`config.mk`:
```
export PLATFORM = sky130hd
export DESIGN_NAME = upower_decode_stage
export DESIGN_NICKNAME = d
export VERILOG_FILES = /design/src/rtl/upower_decode_stage_pkg.sv /design/src/rtl/upower_decode_stage_field_decode.sv /design/src/rtl/upower_decode_stage.sv
export SDC_FILE = /design/constraint.sdc
export NUM_CORES = 1
export LEC_CHECK = 0
export BUFFER_PORTS_ARGS = -buffer_cell sky130_fd_sc_hd__buf_2
export CORE_AREA = 2 2 134 136
export DETAILED_ROUTE_END_ITERATION = 7
export DIE_AREA = 0 0 136 138
export GPL_ROUTABILITY_DRIVEN = 0
export PLACE_DENSITY = 0.7
export SLEW_MARGIN = 10
export SYNTH_ARGS = -nofsm -noshare
export SYNTH_HDL_FRONTEND = slang
export SYNTH_SLANG_ARGS = --single-unit
```
`constraint.sdc`:
```
create_clock -name i_clk -period 2.9 [get_ports i_clk]
set_clock_uncertainty 0.15 [all_clocks]
set_input_delay 0.58 -clock i_clk [delete_from_list [all_inputs] [get_ports i_clk]]
set_output_delay 0.58 -clock i_clk [all_outputs]
set_load 0.005 [all_outputs]
```
`src/rtl/upower_decode_stage_pkg.sv`:
```
// upower_pkg: opcode/extended-opcode constants, format codes and the decoded
// field bundle shared by the decode stage and its field decoder.
// Latency: n/a (declarations only). Backpressure: n/a.
package upower_pkg;

  // Field widths of the decoded bundle
  localparam int INSTR_W  = 32;
  localparam int OPCODE_W = 6;
  localparam int REG_W    = 5;
  localparam int SI_W     = 16;
  localparam int DS_W     = 14;
  localparam int XODS_W   = 2;
  localparam int XOX_W    = 10;
  localparam int XOXO_W   = 9;
  localparam int FMT_W    = 3;

  // Primary opcodes
  localparam logic [5:0] OP_ADDI  = 6'd14;
  localparam logic [5:0] OP_ADDIS = 6'd15;
  localparam logic [5:0] OP_I     = 6'd18;
  localparam logic [5:0] OP_B     = 6'd19;
  localparam logic [5:0] OP_ORI   = 6'd24;
  localparam logic [5:0] OP_XORI  = 6'd26;
  localparam logic [5:0] OP_ANDI  = 6'd28;
  localparam logic [5:0] OP_X     = 6'd31;
  localparam logic [5:0] OP_LWZ   = 6'd32;
  localparam logic [5:0] OP_LBZ   = 6'd34;
  localparam logic [5:0] OP_STW   = 6'd36;
  localparam logic [5:0] OP_STWU  = 6'd37;
  localparam logic [5:0] OP_STB   = 6'd38;
  localparam logic [5:0] OP_LHZ   = 6'd40;
  localparam logic [5:0] OP_LHA   = 6'd42;
  localparam logic [5:0] OP_STH   = 6'd44;
  localparam logic [5:0] OP_LD    = 6'd58;
  localparam logic [5:0] OP_STD   = 6'd62;

  // XO-form extended opcodes (instr[9:1])
  localparam logic [8:0] XO_ADD  = 9'd266;
  localparam logic [8:0] XO_SUBF = 9'd40;

  // X-form extended opcodes (instr[10:1])
  localparam logic [9:0] X_AND   = 10'd28;
  localparam logic [9:0] X_NAND  = 10'd476;
  localparam logic [9:0] X_OR    = 10'd444;
  localparam logic [9:0] X_XOR   = 10'd316;
  localparam logic [9:0] X_EXTSW = 10'd986;

  // Format codes
  localparam logic [2:0] FMT_NONE = 3'd0;
  localparam logic [2:0] FMT_XO   = 3'd1;
  localparam logic [2:0] FMT_X    = 3'd2;
  localparam logic [2:0] FMT_B    = 3'd3;
  localparam logic [2:0] FMT_I    = 3'd4;
  localparam logic [2:0] FMT_D    = 3'd5;
  localparam logic [2:0] FMT_DS   = 3'd6;
  localparam logic [2:0] FMT_ILL  = 3'd7;

  // Encoding equals queue occupancy; the top relies on this.
  typedef enum logic [1:0] {
    ST_EMPTY = 2'd0,
    ST_ONE   = 2'd1,
    ST_TWO   = 2'd2
  } occ_state_t;

  typedef struct packed {
    logic [OPCODE_W-1:0] opcode;
    logic [REG_W-1:0]    rd;
    logic [REG_W-1:0]    rs;
    logic [REG_W-1:0]    rt;
    logic [REG_W-1:0]    bo;
    logic [REG_W-1:0]    bi;
    logic [SI_W-1:0]     si;
    logic [DS_W-1:0]     ds;
    logic [XODS_W-1:0]   xods;
    logic [XOX_W-1:0]    xox;
    logic [XOXO_W-1:0]   xoxo;
    logic                aa;
    logic [FMT_W-1:0]    fmt;
    logic                illegal;
  } dec_t;

  localparam int DEC_W = $bits(dec_t);

  function automatic logic is_d_op(input logic [5:0] op);
    case (op)
      OP_ADDI, OP_ADDIS, OP_ORI, OP_XORI, OP_ANDI, OP_LWZ, OP_LBZ,
      OP_STW, OP_STWU, OP_STB, OP_LHZ, OP_LHA, OP_STH: is_d_op = 1'b1;
      default:                                         is_d_op = 1'b0;
    endcase
  endfunction

  function automatic logic is_x_legal(input logic [9:0] xo);
    case (xo)
      X_AND, X_NAND, X_OR, X_XOR, X_EXTSW: is_x_legal = 1'b1;
      default:                             is_x_legal = 1'b0;
    endcase
  endfunction

endpackage

```
`src/rtl/upower_decode_stage_field_decode.sv`:
```
// upower_field_decode: splits one uPower word into the ALU field bundle.
// Latency: purely combinational. Backpressure: none (no handshake).
// Ports: i_instr (32-bit word in), o_dec (packed dec_t bundle out).
module upower_field_decode
  import upower_pkg::*;
(
  input  logic [INSTR_W-1:0] i_instr,
  output logic [DEC_W-1:0]   o_dec
);

  dec_t       w_dec;
  logic [5:0] w_op;
  logic       w_known;

  assign w_op    = i_instr[31:26];
  assign w_known = (w_op == OP_X) || (w_op == OP_B) || (w_op == OP_I) ||
                   is_d_op(w_op) || (w_op == OP_LD) || (w_op == OP_STD);

  // Every format-specific field starts at zero so the ALU's "field != 0"
  // tests only fire for the format that actually owns the field.
  always_comb begin
    w_dec         = '0;
    w_dec.opcode  = w_op;
    w_dec.fmt     = FMT_ILL;
    w_dec.illegal = 1'b1;
    if (w_known) begin
      w_dec.illegal = 1'b0;
      w_dec.rd      = i_instr[25:21];
      w_dec.rs      = i_instr[20:16];
      w_dec.rt      = i_instr[15:11];
    end
    if (w_op == OP_X) begin
      if ((i_instr[9:1] == XO_ADD) || (i_instr[9:1] == XO_SUBF)) begin
        w_dec.fmt  = FMT_XO;
        w_dec.xoxo = i_instr[9:1];
      end else begin
        // Unknown X-form keeps its fields but is flagged undecodable
        w_dec.fmt     = FMT_X;
        w_dec.xox     = i_instr[10:1];
        w_dec.illegal = !is_x_legal(i_instr[10:1]);
      end
    end else if (w_op == OP_B) begin
      w_dec.fmt = FMT_B;
      w_dec.bo  = i_instr[25:21];
      w_dec.bi  = i_instr[20:16];
      w_dec.aa  = i_instr[1];
    end else if (w_op == OP_I) begin
      w_dec.fmt = FMT_I;
    end else if ((w_op == OP_LD) || (w_op == OP_STD)) begin
      w_dec.fmt  = FMT_DS;
      w_dec.ds   = i_instr[15:2];
      w_dec.xods = i_instr[1:0];
    end else if (is_d_op(w_op)) begin
      w_dec.fmt = FMT_D;
      w_dec.si  = i_instr[15:0];
    end
  end

  assign o_dec = w_dec;

endmodule

```
`src/rtl/upower_decode_stage.sv`:
```
// upower_decode_stage: registered decode stage, fetch words -> ALU bundles.
// Latency: 1 cycle from accept to bundle on outputs.
// Backpressure: 2-entry skid queue; o_in_ready is registered (queue not full).
// Ports: i_clk, i_rst_n (async low), i_flush; fetch side i_in_valid/o_in_ready/
//   i_in_instr; execute side o_out_valid/i_out_ready plus decoded fields,
//   o_fmt, o_illegal, o_tag. Optional UPOWER_DECODE_STATS_EN adds o_stat_ops
//   and o_stat_ill (saturating accepted/illegal word counters).
module upower_decode_stage
  import upower_pkg::*;
#(
  parameter int TAG_W = 4,
  parameter int DEPTH = 2
) (
  input  logic             i_clk,
  input  logic             i_rst_n,
  input  logic             i_flush,
  input  logic             i_in_valid,
  output logic             o_in_ready,
  input  logic [31:0]      i_in_instr,
  output logic             o_out_valid,
  input  logic             i_out_ready,
  output logic [5:0]       o_opcode,
  output logic [4:0]       o_rd,
  output logic [4:0]       o_rs,
  output logic [4:0]       o_rt,
  output logic [4:0]       o_bo,
  output logic [4:0]       o_bi,
  output logic [15:0]      o_si,
  output logic [13:0]      o_ds,
  output logic [1:0]       o_xods,
  output logic [9:0]       o_xox,
  output logic [8:0]       o_xoxo,
  output logic             o_aa,
  output logic [2:0]       o_fmt,
  output logic             o_illegal,
  output logic [TAG_W-1:0] o_tag
`ifdef UPOWER_DECODE_STATS_EN
  ,
  output logic [31:0]      o_stat_ops,
  output logic [31:0]      o_stat_ill
`endif
);

  occ_state_t       r_state;
  occ_state_t       w_state_nxt;
  logic             r_in_ready;
  logic             w_out_valid;
  logic             w_push;
  logic             w_pop;
  logic [DEC_W-1:0] w_dec_raw;
  dec_t             w_dec;
  dec_t             r_head;
  dec_t             r_tail;
  logic [TAG_W-1:0] r_head_tag;
  logic [TAG_W-1:0] r_tail_tag;
  logic [TAG_W-1:0] r_tag_cnt;

  upower_field_decode u_field_decode (
    .i_instr (i_in_instr),
    .o_dec   (w_dec_raw)
  );
  assign w_dec = dec_t'(w_dec_raw);

  // FSM: state register. in_ready is registered from the next state so
  // out_ready never reaches in_ready combinationally.
  always_ff @(posedge i_clk or negedge i_rst_n) begin
    if (!i_rst_n) begin
      r_state    <= ST_EMPTY;
      r_in_ready <= 1'b1;
    end else begin
      r_state    <= w_state_nxt;
      r_in_ready <= (32'(w_state_nxt) != DEPTH);
    end
  end

  // FSM: next state
  always_comb begin
    w_state_nxt = r_state;
    if (i_flush) begin
      w_state_nxt = ST_EMPTY;
    end else begin
      case (r_state)
        ST_EMPTY: if (w_push) w_state_nxt = ST_ONE;
        ST_ONE: begin
          if (w_push && !w_pop)      w_state_nxt = ST_TWO;
          else if (!w_push && w_pop) w_state_nxt = ST_EMPTY;
        end
        ST_TWO:   if (w_pop) w_state_nxt = ST_ONE;
        default:  w_state_nxt = ST_EMPTY;
      endcase
    end
  end

  // FSM: outputs. A flush cycle neither accepts nor retires anything.
  always_comb begin
    w_out_valid = (r_state != ST_EMPTY);
    w_push      = i_in_valid && r_in_ready && !i_flush;
    w_pop       = w_out_valid && i_out_ready && !i_flush;
  end

  // Queue storage: head always drives the outputs; tail shifts up on pop.
  always_ff @(posedge i_clk or negedge i_rst_n) begin
    if (!i_rst_n) begin
      r_head     <= '0;
      r_tail     <= '0;
      r_head_tag <= '0;
      r_tail_tag <= '0;
    end else if (!i_flush) begin
      case (r_state)
        ST_EMPTY: begin
          if (w_push) begin
            r_head     <= w_dec;
            r_head_tag <= r_tag_cnt;
          end
        end
        ST_ONE: begin
          if (w_push && w_pop) begin
            r_head     <= w_dec;
            r_head_tag <= r_tag_cnt;
          end else if (w_push) begin
            r_tail     <= w_dec;
            r_tail_tag <= r_tag_cnt;
          end
        end
        ST_TWO: begin
          if (w_pop) begin
            r_head     <= r_tail;
            r_head_tag <= r_tail_tag;
          end
        end
        default: ;
      endcase
    end
  end

  // Sequence tag survives flush so execute can see the gap.
  always_ff @(posedge i_clk or negedge i_rst_n) begin
    if (!i_rst_n) begin
      r_tag_cnt <= '0;
    end else if (w_push) begin
      r_tag_cnt <= r_tag_cnt + TAG_W'(1);
    end
  end

`ifdef UPOWER_DECODE_STATS_EN
  logic [31:0] r_stat_ops;
  logic [31:0] r_stat_ill;

  always_ff @(posedge i_clk or negedge i_rst_n) begin
    if (!i_rst_n) begin
      r_stat_ops <= '0;
      r_stat_ill <= '0;
    end else if (w_push) begin
      if (r_stat_ops != '1)                  r_stat_ops <= r_stat_ops + 32'd1;
      if (w_dec.illegal && r_stat_ill != '1) r_stat_ill <= r_stat_ill + 32'd1;
    end
  end

  assign o_stat_ops = r_stat_ops;
  assign o_stat_ill = r_stat_ill;
`endif

  assign o_in_ready  = r_in_ready;
  assign o_out_valid = w_out_valid;
  assign o_opcode    = r_head.opcode;
  assign o_rd        = r_head.rd;
  assign o_rs        = r_head.rs;
  assign o_rt        = r_head.rt;
  assign o_bo        = r_head.bo;
  assign o_bi        = r_head.bi;
  assign o_si        = r_head.si;
  assign o_ds        = r_head.ds;
  assign o_xods      = r_head.xods;
  assign o_xox       = r_head.xox;
  assign o_xoxo      = r_head.xoxo;
  assign o_aa        = r_head.aa;
  assign o_fmt       = r_head.fmt;
  assign o_illegal   = r_head.illegal;
  assign o_tag       = r_head_tag;

endmodule
```
==> impl_metrics.json, run 1 <==
{
  "vias": 6804,
  "yosysWarningCount": 0,
  "cts_buffers": 17,
  "synth_fp_nets": 953,
  "ys.flop_type": "dfrtp_1",
  "syn_inst": 915,
  "dpl_cell_area_mm2": 0.009343,
  "worstSetupEndpointType": "register",
  "status": "completed",
  "timing.max_cap.violations": 0,
  "worstPathCellList": "nor2b_1 > nor3_1 > o21ba_4 > buf_12 > mux2i_1 > o31ai_1",
  "ir_worst_vdd_mv": 0.4267,
  "yosysTopAreaCell": "dfrtp_1",
  "drc_errors": 0,
  "rsz0062_at_grt": "no",
  "fin_area_mm2": 0.009930,
  "std_cell_rows": 49,
  "hpwl_um": 13120,
  "syn-cell-area_mm2": 0.008459,
  "die_width_um": 136,
  "cts_resized": 0,
  "finalSetupViolCount": 0,
  "drv_slew": 0,
  "path_delay_family": "simple AND/OR/NAND/NOR gates",
  "finalPower_w": 0.006326,
  "routed_wirelength_um": 20500,
  "synth_enable_flop_cells": 0,
  "power_density_mw_per_mm2": 637.1,
  "grt_pass1_vias": 6294,
  "holdBufCountCts": 1,
  "syn2layout_area_growth_pct": 17.38,
  "synth_async_sr_flop_share": 1.000,
  "ant_nets": 0,
  "syn_avg_cell_area_um2": 9.245,
  "viasPerCell": 5.448,
  "yosysMostFrequentCell": "nand2_1",
  "cts_max_path_buffers": 2,
  "antenna_found_initial": 0,
  "max_slew_margin": 0.5687,
  "start_kind": "register",
  "h-tree-depth": 4,
  "finalCritPeriodShare": 0.7860,
  "synth_top_area_frac": 0.5561,
  "final_cells": 1249,
  "core_mm2": 0.01753,
  "start_util": 0.4824,
  "synth_area_leaders": "dfrtp_1 56%, nand2_1 9.7%, o31ai_1 3.6%",
  "finalHoldViolations": 0,
  "drt_iter0_markers": 881,
  "fin_util": 0.5663,
  "cp_slowest_stage_delay_ps": 450,
  "cts.sinks": 189,
  "fmax_mhz": 438.7,
  "gr-usage-all-layers": 0.2278,
  "nFillCells": 1616,
  "grt_max_degree": 167,
  "wl_per_cell_um": 16.41,
  "io_buffers": 129,
  "antenna_cells": 0,
  "cts_tree": "built",
  "path_buf_inv": 1,
  "critPathMaxFanout": 87,
  "yosys-top-cells-count": "218 x nand2_1, 188 x dfrtp_1, 60 x o21ai_0",
  "ys_seq_area_frac": 0.5592,
  "timing.final.crit_period_ps": 2279,
  "slowest_stage": "dfrtp_1",
  "fp.dieH_um": 138,
  "grt_pass1_wl_um": 33940,
  "cp.arrival_ps": 2440,
  "path_class": "reg -> reg",
  "synth_seq_cells": 189,
  "cts_setup_buffers": 0,
  "placed_cells": 1216,
  "die_area_mm2": 0.01877,
  "layout-drive-gt1-share": 0.1941,
  "drt_pass1_iterations": 5,
  "overflow": 0,
  "io_pins": 130,
  "clk_pin_slew_ps": 60,
  "clock-root-buffer": "clkbuf_16",
  "tns_ps": 0,
  "p_leak_nw": 4.527,
  "synthDistinctLibCells": 45,
  "crit_required_ps": 3060,
  "clk_latency_ps": 430,
  "hp-class": "in -> reg",
  "layout.nets": 1045,
  "worstMarginPinSlew_ps": 646.9
}
-- flip-flops by register name, summed over array words and instances (netlist names), 3 cells and up --
signal / count
o_rd: 5
o_rt: 5
r_tag_cnt: 4
o_opcode: 6
o_fmt: 3
r_tail: 87
o_xoxo: 9
o_bo: 5
r_tail_tag: 4
o_rs: 5
o_bi: 5
o_tag: 4
o_si: 16
o_ds: 14
o_xox: 10
-- final cells by class --
class	instances	area [µm²]	share of cell area
inverter	19	71.32	0.007182
timing repair buffer	149	882.1	0.08884
sequential	189	4731	0.4764
clock buffer	22	464.2	0.04675
multi-input combinational	631	3382	0.3406
tap	229	286.5	0.02886
clock inverter	10	112.6	0.01134
-- layout by cell type, fill, tap and decap left out, drive strengths merged, types with 3 or more instances in the layout --
master	instances
dfrtp	188
xnor2	3
o211ai	20
o21ai	60
clkinv	5
nor3	3
o21bai	3
o31ai	41
nand2b	5
nor2	59
a21oi	23
nand3	58
mux2	11
and2	26
clkbuf	23
inv	20
mux2i	17
nor2b	7
nand2	218
or3	3
buf	147
and4b	3
a31oi	43
nand4	5
-- final timing paths --
kind,to,cells after the start,start,slack (ps)
min reg2reg,o_xoxo[7],2,o_xoxo[7],310
max in group asynchronous,r_tail[38],3,i_rst_n,1320
max reg2reg,o_rt[0],6,r_state[0],620
min in group asynchronous,o_bi[4],2,i_rst_n,510
min,r_state[0],2,i_flush,220
max,o_rt[0],6,r_state[0],620
-- through the flow --
step	setup WS [ps]	hold WS [ps]
2_1_floorplan	685.7	134.4
3_3_place_gp	411.9	293.5
3_5_place_dp	382.0	301.1
4_1_cts	635.5	203.6
5_1_grt	434.3	219.3
6_report	620.7	220.3
-- cell families after synthesis --
| kind of cell | after synthesis | synth area share |
|---|---|---|
| and+or+nand+nor | 401 | 0.2100 |
| AOI/OAI and AO/OA | 198 | 0.1463 |
| DFF | 189 | 0.5592 |
| buffers and inverters | 95 | 0.04511 |
| muxes | 28 | 0.03476 |
| xor gates and xnor gates | 3 | 0.003107 |
| adders and majority gates | 1 | 0.001479 |
-- per-layer routing --
layer / vias to the layer above / global-route usage / share of wire
li1: 3317 / - / -
met1: 3301 / 0.3439 / 0.47
met2: 160 / 0.3266 / 0.46
met3: 26 / 0.04584 / 0.048
met4: 0 / 0.08169 / 0.022
met5: - / 0 / 0
-- where the power goes --
part	total, W	switching (W)	internal [W]
clock	0.00230	0.000986	0.00131
sequential	0.00315	0.000197	0.00296
combinational	0.000873	0.000485	0.000388
total	0.00633	0.00167	0.00466
No activity file was read; power rests on OpenSTA's default activity.
==> run 2: changes to the inputs <==
--- a/config.mk
+++ b/config.mk
@@ -5,12 +5,13 @@
 export SDC_FILE = /design/constraint.sdc
 export NUM_CORES = 1
 export LEC_CHECK = 0
+export ABC_AREA = 1
 export BUFFER_PORTS_ARGS = -buffer_cell sky130_fd_sc_hd__buf_2
 export CORE_AREA = 2 2 134 136
 export DETAILED_ROUTE_END_ITERATION = 7
 export DIE_AREA = 0 0 136 138
 export GPL_ROUTABILITY_DRIVEN = 0
-export PLACE_DENSITY = 0.7
+export PLACE_DENSITY = 0.74
 export SLEW_MARGIN = 10
 export SYNTH_ARGS = -nofsm -noshare
 export SYNTH_HDL_FRONTEND = slang
==> constraint.sdc (replaced) <==
create_clock -name i_clk -period 1.9 [get_ports i_clk]
set_clock_uncertainty 0.15 [all_clocks]
set_input_delay 0.38 -clock i_clk [delete_from_list [all_inputs] [get_ports i_clk]]
set_output_delay 0.38 -clock i_clk [all_outputs]
set_load 0.005 [all_outputs]
==> impl_metrics.json, run 2 <==
{
  "gr-usage-all-layers": 0.2308,
  "io_pins": 130,
  "finalHoldViolations": 0,
  "drc_errors": 0,
  "yosysWarningCount": 0,
  "drt_iter0_markers": 580,
  "layout-drive-gt1-share": 0.2332,
  "whs_path_depth": 3,
  "syn_avg_cell_area_um2": 8.675,
  "dpl_cell_area_mm2": 0.009716,
  "critPathMaxFanout": 51,
  "cts.sinks": 189,
  "setup_slack_ps": 112.1,
  "cp_slowest_stage_delay_ps": 540,
  "ir_worst_vdd_mv": 0.7002,
  "start_kind": "register",
  "top_register": "r_tail",
  "crit_path_frequent_cell": "nand3_2",
  "worstSetupEndpointType": "register",
  "multi_input_area_mm2": 0.003258,
  "yosysTopAreaCell": "dfrtp_1",
  "r2r_cells": 7,
  "worstPathCellList": "nand3_2 > inv_2 > nand3_2 > nor2_4 > clkinv_2 > buf_8 > o31ai_2",
  "grt_pass1_wl_um": 34510,
  "rsz0062_at_grt": "yes",
  "synth_area_leaders": "dfrtp_1 55%, nand2_1 12%, a21oi_1 4.7%",
  "status": "completed",
  "cp_num_cells": 7,
  "start_util": 0.4888,
  "path_class": "reg -> reg",
  "yosysMostFrequentCell": "nand2_1",
  "routed_wirelength_um": 20890,
  "io_buffers": 129,
  "final_common_cell": "nand2_1",
  "fp.dieH_um": 138,
  "antenna_cells": 0,
  "h-tree-depth": 4,
  "place_ws_ps": -12.12,
  "synth_enable_flop_cells": 0,
  "layout.nets": 1154,
  "grt_max_degree": 75,
  "hp-class": "in -> reg",
  "vias": 7102,
  "clk_latency_ps": 430,
  "clock-root-buffer": "clkbuf_16",
  "nFillCells": 1570,
  "path_buf_inv": 3,
  "ant_nets": 0,
  "fin_area_mm2": 0.01036,
  "slowest_stage": "dfstp_2",
  "cts_max_path_buffers": 2,
  "die_width_um": 136,
  "yosys-top-cells-count": "264 x nand2_1, 188 x dfrtp_1, 81 x a21oi_1",
  "ys_seq_area_frac": 0.5520,
  "hpwl_um": 14100,
  "crit_required_ps": 2090,
  "wl_per_cell_um": 15.39,
  "syn2layout_area_growth_pct": 20.88,
  "overflow": 0,
  "drt_pass1_iterations": 5,
  "power_density_mw_per_mm2": 1012,
  "max_slew_margin": 0.7748,
  "antenna_found_initial": 0,
  "layout_common_cells": "263 x nand2_1, 188 x dfrtp_1, 128 x buf_2, 80 x a21oi_1, 77 x o21ai_1",
  "viasPerCell": 5.234,
  "grt_pass1_vias": 6759,
  "core_mm2": 0.01753,
  "synth_fp_nets": 1026,
  "timing.final.crit_period_ps": 1788,
  "cts_buffers": 17,
  "path_delay_family": "flip-flops",
  "cp.arrival_ps": 1980,
  "timing.max_cap.violations": 0,
  "p_leak_nw": 5.161,
  "finalCritPeriodShare": 0.9410,
  "fmax_mhz": 559.3,
  "synth_top_area_frac": 0.5489,
  "worstMarginPinSlew_ps": 337.9,
  "die_area_mm2": 0.01877,
  "synth_seq_cells": 189,
  "drv_slew": 0,
  "ys.flop_type": "dfrtp_1",
  "largest_reg_flops": 87,
  "cts_tree": "built",
  "std_cell_rows": 49,
  "clk_pin_slew_ps": 70,
  "synth_async_sr_flop_share": 1.000,
  "syn_inst": 988,
  "syn-cell-area_mm2": 0.008571,
  "synthDistinctLibCells": 33,
  "finalSetupViolCount": 0,
  "seq_area_mm2": 0.004731
}
[run 2: per-stage QoR]
stage          hold slack [ps]  utilization  std cells  TNS (ps)  power [W]
3_5_place_dp             166.2       0.5541       1324    -37.40   0.006906
4_1_cts                  58.67       0.5901       1357         0    0.01058
2_1_floorplan           -65.59            -        988         0   0.006013
3_3_place_gp             166.5       0.5541       1324         0   0.006827
6_report                 70.44       0.5908       1357         0    0.01048
5_1_grt                  63.49       0.5908       1357    -1.607    0.01102
[run 2: final timing paths]
path,from,to,slack (ps)
max in group asynchronous,i_rst_n,o_xoxo[4],740
worst max register to register,o_in_ready,r_tail[10],110
worst min register to register,r_tail[9],r_tail[9],320
worst max-delay path,o_in_ready,r_tail[10],110
worst min-delay path,i_in_instr[21],o_rd[0],70
min in group asynchronous,i_rst_n,o_opcode[5],270
[run 2: timing repair]
action | 4_1_cts | 5_1_grt
hold buffers | 2 | 0
pin swaps | 0 | 0
resized for setup | 1 | 4
hold endpoints to repair | 30 | 0
buffers inserted | 0 | 0
setup endpoints to repair | 2 | 29
[run 2: cell families after synthesis]
group / count (synthesis) / share of synthesized area
AND/OR/NAND/NOR: 394 / 0.1943
AO/OA/AOI/OAI: 272 / 0.1788
flip-flops: 189 / 0.5520
buffers and inverters: 129 / 0.07036
XOR/XNOR: 3 / 0.003066
adder cells (fa/ha/maj): 1 / 0.001460
[run 2: cell type report]
type	count	share of cell area
Sequential cell	189	0.4566
Multi-Input combinational cell	670	0.3145
Timing Repair Buffer	172	0.1185
Clock buffer	21	0.04541
Tap cell	229	0.02766
Inverter	66	0.02403
Clock inverter	10	0.01329
[run 2: per-layer routing]
layer  vias to the layer above  part of all wire  GRT usage
met2                       226              0.49     0.3721
met4                         0             0.021    0.08169
met3                        37             0.061    0.04144
li1                       3473                 -          -
met5                         -                 0          0
met1                      3366              0.43     0.3136
[run 2: report_power, final]
group | internal [W] | switching, W
Combinational | 0.000804 | 0.000958
Sequential | 0.00469 | 0.000360
Clock | 0.00217 | 0.00150
[run 2: worst min-delay path, delay by kind of cell]
family                 cells  cell delay, ps
AOI/OAI and AO/OA          1              40
buffers and inverters      1             120
and+or+nand+nor            1              70
